**config.mk**
```make
export PLATFORM = sky130hd
export DESIGN_NAME = tl_phase_scheduler
export DESIGN_NICKNAME = d
export VERILOG_FILES = /design/src/rtl/tl_pkg.sv /design/src/rtl/tl_tick_gen.sv /design/src/rtl/tl_phase_scheduler.sv
export SDC_FILE = /design/constraint.sdc
export NUM_CORES = 1
export LEC_CHECK = 0
export BUFFER_PORTS_ARGS = -buffer_cell sky130_fd_sc_hd__buf_4
export CORE_UTILIZATION = 51
export CTS_CLUSTER_DIAMETER = 80
export DETAILED_ROUTE_END_ITERATION = 16
export PLACE_DENSITY_LB_ADDON = 0.25
export SYNTH_ARGS = -nofsm -noshare
export SYNTH_HDL_FRONTEND = slang
export SYNTH_SLANG_ARGS = --single-unit
```
**constraint.sdc**
```tcl
create_clock -name clk -period 1.9 [get_ports clk]
set_input_delay 0.19 -clock clk [delete_from_list [all_inputs] [get_ports clk]]
set_output_delay 0.19 -clock clk [all_outputs]
set_load 0.05 [all_outputs]
```
**src/rtl/tl_pkg.sv**
```systemverilog
// Shared types and constants for the traffic-light phase scheduler.
package tl_pkg;

  localparam int COUNT_W = 7;

  typedef enum logic [2:0] {
    AR_A = 3'd0,
    GA   = 3'd1,
    YA   = 3'd2,
    AR_B = 3'd3,
    GB   = 3'd4,
    YB   = 3'd5,
    WALK = 3'd6
  } tl_state_e;

  localparam logic [1:0] L_RED = 2'b00;
  localparam logic [1:0] L_YEL = 2'b01;
  localparam logic [1:0] L_GRN = 2'b10;
  localparam logic [1:0] L_OFF = 2'b11;

endpackage

```
**src/rtl/tl_tick_gen.sv**
```systemverilog
// Logic-second prescaler: one tick every CLK_DIV clocks while run is high,
// count held while run is low.
module tl_tick_gen #(
  parameter int CLK_DIV = 1
) (
  input  logic clk,
  input  logic rst_n,
  input  logic run,
  output logic tick
);

  localparam int CW = (CLK_DIV > 1) ? $clog2(CLK_DIV) : 1;
  localparam logic [CW-1:0] LAST = CW'(CLK_DIV - 1);

  logic [CW-1:0] cnt_q;
  logic [CW-1:0] cnt_d;

  // Wrap at CLK_DIV-1 and flag that cycle as the tick.
  always_comb begin
    cnt_d = cnt_q;
    tick  = 1'b0;
    if (run) begin
      if (cnt_q == LAST) begin
        cnt_d = '0;
        tick  = 1'b1;
      end else begin
        cnt_d = cnt_q + CW'(1'b1);
      end
    end else begin
      cnt_d = cnt_q;
    end
  end

  // Prescaler register.
  always_ff @(posedge clk or negedge rst_n) begin
    if (!rst_n) begin
      cnt_q <= '0;
    end else begin
      cnt_q <= cnt_d;
    end
  end

endmodule

```
**src/rtl/tl_phase_scheduler.sv**
```systemverilog
// Two-road intersection phase sequencer with pedestrian walk insertion.
// Optional build macro TL_FLASH_YELLOW_EN: flash yellow while suspended (en=0).
module tl_phase_scheduler
  import tl_pkg::*;
#(
  parameter int CLK_DIV  = 1,
  parameter int GREEN_T  = 9,
  parameter int YELLOW_T = 3,
  parameter int ALLRED_T = 1,
  parameter int WALK_T   = 5
) (
  input  logic               clk,
  input  logic               rst_n,
  input  logic               en,
  input  logic               ped_req,
  output logic [1:0]         light_a,
  output logic [1:0]         light_b,
  output logic [COUNT_W-1:0] count,
  output logic [2:0]         phase,
  output logic               ped_walk
);

  function automatic logic [COUNT_W-1:0] dur_of(input tl_state_e s);
    case (s)
      GA, GB:  dur_of = COUNT_W'(GREEN_T);
      YA, YB:  dur_of = COUNT_W'(YELLOW_T);
      WALK:    dur_of = COUNT_W'(WALK_T);
      default: dur_of = COUNT_W'(ALLRED_T);
    endcase
  endfunction

  tl_state_e          state_q, state_d;
  logic [COUNT_W-1:0] count_q, count_d;
  logic               ped_pending_q, ped_pending_d;
  logic               ret_b_q, ret_b_d;
  logic               run;
  logic               tick;
  logic               step;
  logic [1:0]         susp_light;

`ifdef TL_FLASH_YELLOW_EN
  logic blink_q, blink_d;
  assign run = 1'b1;

  // Blink toggles per tick while suspended and is parked at 0 while running.
  always_comb begin
    if (en) begin
      blink_d = 1'b0;
    end else if (tick) begin
      blink_d = ~blink_q;
    end else begin
      blink_d = blink_q;
    end
  end

  always_ff @(posedge clk or negedge rst_n) begin
    if (!rst_n) begin
      blink_q <= 1'b0;
    end else begin
      blink_q <= blink_d;
    end
  end

  assign susp_light = blink_q ? L_YEL : L_OFF;
`else
  assign run        = en;
  assign susp_light = L_OFF;
`endif

  tl_tick_gen #(.CLK_DIV(CLK_DIV)) u_tick (
    .clk  (clk),
    .rst_n(rst_n),
    .run  (run),
    .tick (tick)
  );

  assign step = en & tick;

  // Next phase/count; a clear on walk entry overrides a same-cycle request.
  always_comb begin
    state_d       = state_q;
    count_d       = count_q;
    ret_b_d       = ret_b_q;
    if (ped_req && (state_q != WALK)) begin
      ped_pending_d = 1'b1;
    end else begin
      ped_pending_d = ped_pending_q;
    end
    if (step) begin
      if (count_q > COUNT_W'(1'b1)) begin
        count_d = count_q - COUNT_W'(1'b1);
      end else begin
        case (state_q)
          AR_A: begin
            if (ped_pending_q) begin
              state_d       = WALK;
              ret_b_d       = 1'b0;
              ped_pending_d = 1'b0;
            end else begin
              state_d = GA;
            end
          end
          GA:   state_d = YA;
          YA:   state_d = AR_B;
          AR_B: begin
            if (ped_pending_q) begin
              state_d       = WALK;
              ret_b_d       = 1'b1;
              ped_pending_d = 1'b0;
            end else begin
              state_d = GB;
            end
          end
          GB:      state_d = YB;
          YB:      state_d = AR_A;
          WALK:    state_d = ret_b_q ? GB : GA;
          default: state_d = AR_A;
        endcase
        count_d = dur_of(state_d);
      end
    end else begin
      state_d = state_q;
    end
  end

  always_ff @(posedge clk or negedge rst_n) begin
    if (!rst_n) begin
      state_q       <= AR_A;
      count_q       <= COUNT_W'(ALLRED_T);
      ped_pending_q <= 1'b0;
      ret_b_q       <= 1'b0;
    end else begin
      state_q       <= state_d;
      count_q       <= count_d;
      ped_pending_q <= ped_pending_d;
      ret_b_q       <= ret_b_d;
    end
  end

  // Light decode from the registered phase; suspension overrides.
  always_comb begin
    light_a  = L_RED;
    light_b  = L_RED;
    ped_walk = 1'b0;
    case (state_q)
      GA:      light_a  = L_GRN;
      YA:      light_a  = L_YEL;
      GB:      light_b  = L_GRN;
      YB:      light_b  = L_YEL;
      WALK:    ped_walk = 1'b1;
      default: ped_walk = 1'b0;
    endcase
    if (!en) begin
      light_a  = susp_light;
      light_b  = susp_light;
      ped_walk = 1'b0;
    end else begin
      ped_walk = ped_walk & en;
    end
  end

  assign count = count_q;
  assign phase = state_q;

endmodule
```
Word-level counts from Yosys, hierarchy flattened. Index checks and enable logic that the tools add are counted.

Flip-flop bits (word level): 13. Bits of input ports: 4. Output and inout port bits: 15. Word-level logic and storage cells: 58.

Add/sub/neg operators: 2. $lt $le $gt $ge: 1. Eq/ne operators: 14. Mux-type cells: 25. Bitwise operators: 3. Reduce and logical (&&, ||, !) cells: 8.

Operators with widths (number): 3-bit equality test, second input constant (6); 3-bit case mux with 6 select lines (1); 1-bit two-way mux (12); 3-bit two-way mux (4); 4-bit case mux with 3 select lines (1); 3-bit by 2-bit equality test with 1-bit output, second input constant (3); 2-bit case mux with 2 select lines (2); 7-bit by 1-bit greater-than comparator with 1-bit output, second input constant (1); 7-bit two-way mux (1); 7-bit by 1-bit subtractor with 7-bit output, second input constant (1); 3-bit by 1-bit equality test with 1-bit output, second input constant (2); 2-bit two-way mux (3); 2-bit OR reduction (3); 5-bit AND reduction (1); 2-bit != test, second input constant (2); 3-bit logical NOT (1); 3-bit != test, second input constant (1); 1-bit AND (2); 1-bit case mux with 2 select lines (1); 2-bit AND reduction (1); 2-bit nonzero test (1); 1-bit adder, second input constant (1); 1-bit logical AND (1); 1-bit inverter (1).

Depth between registers and ports, before layout.
Depth after elaboration: 8. Mapped depth: 6. Depth with buffers taken out: 6.

Cells and area by module. Synthesis repeated with hierarchy kept, for this count alone.

Cell total of the unflattened synthesis: 96. Area total of the unflattened synthesis: 793.3 µm².

Modules (own cells, without submodules): tl_phase_scheduler (times used 1, cells each 95, area an instance 785.8 µm², sequential area each 301.5 µm²); tl_tick_gen (times used 1, cells each 1, area an instance 7.5 µm², sequential area each 0.0 µm²).

Worst setup path before layout. No wires, ideal clock.

Kind: register to output. Start: reg state_q[1] (netlist: phase[1]). End: out light_a[0]. Arrival: 2.315 ns. Data required time: 1.710 ns. Path slack: -0.605 ns. Stages on the path, launching flop included: 5. Path buffers: 2. Path through: dfrtp_1 > clkbuf_1 > clkbuf_1 > nand2_1 > o21ai_0.

Word-level cells in the longest chain between the ends: 3. Elaborated cells on any way between the ends: 4. Those cells by class: eq/ne: 2; mux: 2.

RTL lines: from (decl) (RTL line tl_phase_scheduler.sv:32) `tl_state_e state_q, state_d;`; from (signal assigned) (RTL line tl_phase_scheduler.sv:133) `state_q <= state_d;`; 3-bit by 2-bit equality test with 1-bit output / 3-bit by 1-bit equality test with 1-bit output (equally long branches) (RTL line tl_phase_scheduler.sv:145) `case (state_q)`; 2-bit case mux with 2 select lines (*) (RTL line tl_phase_scheduler.sv:145); 2-bit two-way mux (*) (RTL line tl_phase_scheduler.sv:153) `if (!en) begin`; to (decl) (RTL line tl_phase_scheduler.sv:16) `output logic [1:0] light_a,`.

Mark *: on every way between the ends. The rest lies on a longest branch, timed or not.

Worst setup path in the final report.
Start: reg count_q[0] (netlist: count[0]). End: reg count_q[1] (netlist: count[1]).

Word-level cells in the longest chain between the ends: 2. Elaborated cells on any way between the ends: 3. Those cells by class: add/sub: 1; order compare: 1; mux: 1.

RTL lines: from (decl) (RTL line tl_phase_scheduler.sv:33) `logic [COUNT_W-1:0] count_q, count_d;`; from (signal assigned) (RTL line tl_phase_scheduler.sv:129) `count_q <= COUNT_W'(ALLRED_T);`; from (signal assigned) (RTL line tl_phase_scheduler.sv:134) `count_q <= count_d;`; 7-bit by 1-bit subtractor with 7-bit output / 7-bit by 1-bit greater-than comparator with 1-bit output (equally long branches) (RTL line tl_phase_scheduler.sv:91, tl_phase_scheduler.sv:90); 7-bit two-way mux (*) (RTL line tl_phase_scheduler.sv:90) `if (count_q > COUNT_W'(1'b1)) begin`.

Marked as above. A chain may end at the register's enable or synchronous reset.

==> results.toml <==
[run_status]
status = "finished clean"

[timing]
clock.fmax_mhz = 545
final_hold_viol_count = 0
tns_ns = 0
post-route-period-util_pct = 96.5
relSlewSlack_pct = 75.3
finalSetupViolCount = 0
worstMarginPinSlew_ns = 0.370
skew_ns = 0.000543
final.min_clock_period_ns = 1.83
rsz0062_at_grt = "no"
slew_violations = 0

[final_layout]
nets = 123
final_common_cell = "buf_4"
regArea_um2 = 307
syn_to_final_growth_pct = 30.9
fillCellCount = 99
final_area_mm2 = 0.00105
n_antenna_cell = 0
mostFrequentLayoutCells = "22 x buf_4, 11 x nand2_1, 10 x dfrtp_1, 7 x o21ai_0, 5 x inv_1"
multi_input_area_um2 = 503
drive_gt1_share_pct = 33.6

[power]
design_power_total_mw = 1.99
leakagePower_nw = 0.469
ir_drop_mv = 1.24
combPwrFrac_pct = 63.3
power_frac_seq_pct = 27.8
p_sw_mw = 1.11
p_per_area_mw_per_mm2 = 1900
power.internal_uw = 885
p_clk_share_pct = 8.9
switching_share_pct = 55.6

[clock_network]
cts.sinks = 12
path_clk_slew_ns = 0.08
cts_buffers = 3
cts_root_buffer = "clkbuf_4"
ctsHtreeMaxLevel = 1
clock_path_buffers = 2
cts_tree = "yes"
ctsResizeCount = 0
insertion_delay_ns = 0.28

[synthesis]
yosys_warnings = 0
synth_cell_types = 33
syn_area_um2 = 801
synth_edf_count = 0
syn_inst = 94
synthFlopType = "dfrtp_1"
syn_nets = 100
yosysSeqAreaShare_pct = 37.7
syn_area_per_cell_um2 = 8.52
ys_seq_elements = 12
synthArstFlopShare_pct = 100

[job]
cap_violations = 0

[critical_path]
path_cells = "ha_4 -> o21ba_2 -> or3_4 -> a2111o_1 -> o221ai_1"
cp-end-kind = "flop"
critical_path_class = "flop to flop"
critPathLaunch = "count[0]"
worst-path-buf-inv = 0
critPathSlowestCell = "dfstp_4"
max_stage_delay_ns = 0.65
r2r-start = "count[0]"
worstPathRequired_ns = 2.10
critPathLaunchType = "flop"
cp.arrival_ns = 2.03
cp_top_family = "flip-flops"
critPathMaxFanout = 4

[placed_design]
dpl_cell_area_um2 = 997
gp_congestion = 0.856
dp_hpwl_um = 1450
portBuffers = 18

[routing]
drt_iter0_markers = 46
final_antenna_net_count = 0
drcViolationCount = 0
firstDrtPassIters = 4
drt-wirelength-per-cell_um = 15.2
wirelength_um = 1990
vias_per_cell = 6.18
vias = 810

[global_routing]
met2_usage_pct = 36.3
grt_pass1_wl_um = 3340
grt_pass1_vias = 731
use_met1_pct = 35.7
gr-usage-met3_pct = 6.52
grt-ovfl-total = 0
grt-busiest-layer = "met2"
grt_antenna_before_repair = 0
grt_max_degree = 13
grtUsageTotal_pct = 25.0

[min_path]
holdCritPathClass = "primary input to flop"
hold_start = "ped_req"

[floorplan]
core_area_mm2 = 0.00138
fp.dieW_um = 41.6
die_h_um = 41.6
initial_utilization_pct = 57.9
dieArea_mm2 = 0.00173
rows = 13
io_pins = 19
-- power groups by stage --
stage	clock network, mW	logic, mW	registers (mW)
6_report	0.177	1.26	0.554
5_1_grt	0.190	1.35	0.580
4_1_cts	0.179	1.24	0.554
3_5_place_dp	0	1.24	0.560
3_3_place_gp	0	1.21	0.548
2_1_floorplan	0	0.651	0.799
-- metrics by stage --
stage | hold WS, ns | worst slack [ns] | utilization [%] | cells
floorplan | -0.106 | -0.0595 | - | 94
global placement | 0.0395 | 0.0922 | 72.1 | 124
detailed placement | 0.0388 | 0.0518 | 72.1 | 124
CTS | 0.175 | 0.0233 | 74.8 | 129
finish | 0.185 | 0.0659 | 75.8 | 131
global route | 0.220 | 0.0146 | 75.8 | 131
-- area by class of cell --
| type | count | area share [%] |
|---|---|---|
| Inverter | 5 | 1.79 |
| Sequential cell | 12 | 29.2 |
| Timing Repair Buffer | 23 | 16.7 |
| Clock buffer | 4 | 2.51 |
| Multi-Input combinational cell | 72 | 48.0 |
| Tap cell | 15 | 1.79 |
-- logic make-up after synthesis --
group                      count (synthesis)  synth area share (%)
and+or+nand+nor                           36                  23.3
AOI/OAI and AO/OA                         31                  27.2
DFF                                       12                  37.7
buffers and inverters                     10                  4.69
muxes                                      3                  4.06
adders and majority gates                  2                  3.12
-- synthesized netlist by cell type, drive strengths merged (2+ instances only) --
| cell type | count | share of area [%] |
|---|---|---|
| a211oi | 2 | 1.9 |
| a21oi | 3 | 1.9 |
| clkbuf | 5 | 2.3 |
| dfrtp | 11 | 34 |
| ha | 2 | 3.1 |
| inv | 5 | 2.3 |
| mux2 | 2 | 2.8 |
| nand2 | 11 | 5.2 |
| nand2b | 4 | 3.1 |
| nand3 | 3 | 1.9 |
| nor2 | 5 | 2.3 |
| nor3 | 4 | 2.5 |
| o21ai | 10 | 6.3 |
| o21bai | 2 | 1.9 |
| o221ai | 2 | 2.2 |
| o22a | 2 | 2.2 |
| o31ai | 2 | 1.9 |
| or3 | 5 | 4.5 |
-- layer usage --
metal / vias up / share of wire, %
li1: 389 / -
met1: 388 / 45
met2: 29 / 47
met3: 4 / 6.4
met4: 0 / 1.1
met5: - / 0
-- registers in the layout (all words and copies together) (netlist names) --
signal	flops
ped_pending_q	1
count	7
ret_b_q	1
phase	3
-- timing repair --
action	in CTS	in global routing
hold buffers	1	0
endpoints found under the hold margin	12	0
setup endpoints to repair	0	1
setup buffers	0	2
-- worst register-to-register path, stage by stage, from the launching register on --
cell      delay (ns)
dfstp_4         0.65
ha_4            0.13
o21ba_2         0.16
or3_4           0.39
a2111o_1        0.35
o221ai_1        0.07
-- path summary, 6_finish.rpt --
check	slack, ns	cells after the start	endpoint
min in group asynchronous	0.28	2	phase[2]
worst min-delay path	0.18	3	ped_pending_q
max in group asynchronous	1.39	2	count[0]
worst max register to register	0.07	5	count[1]
worst max-delay path	0.07	5	count[1]
worst min register to register	0.56	1	ret_b_q
(Power assumes the default switching activity.)
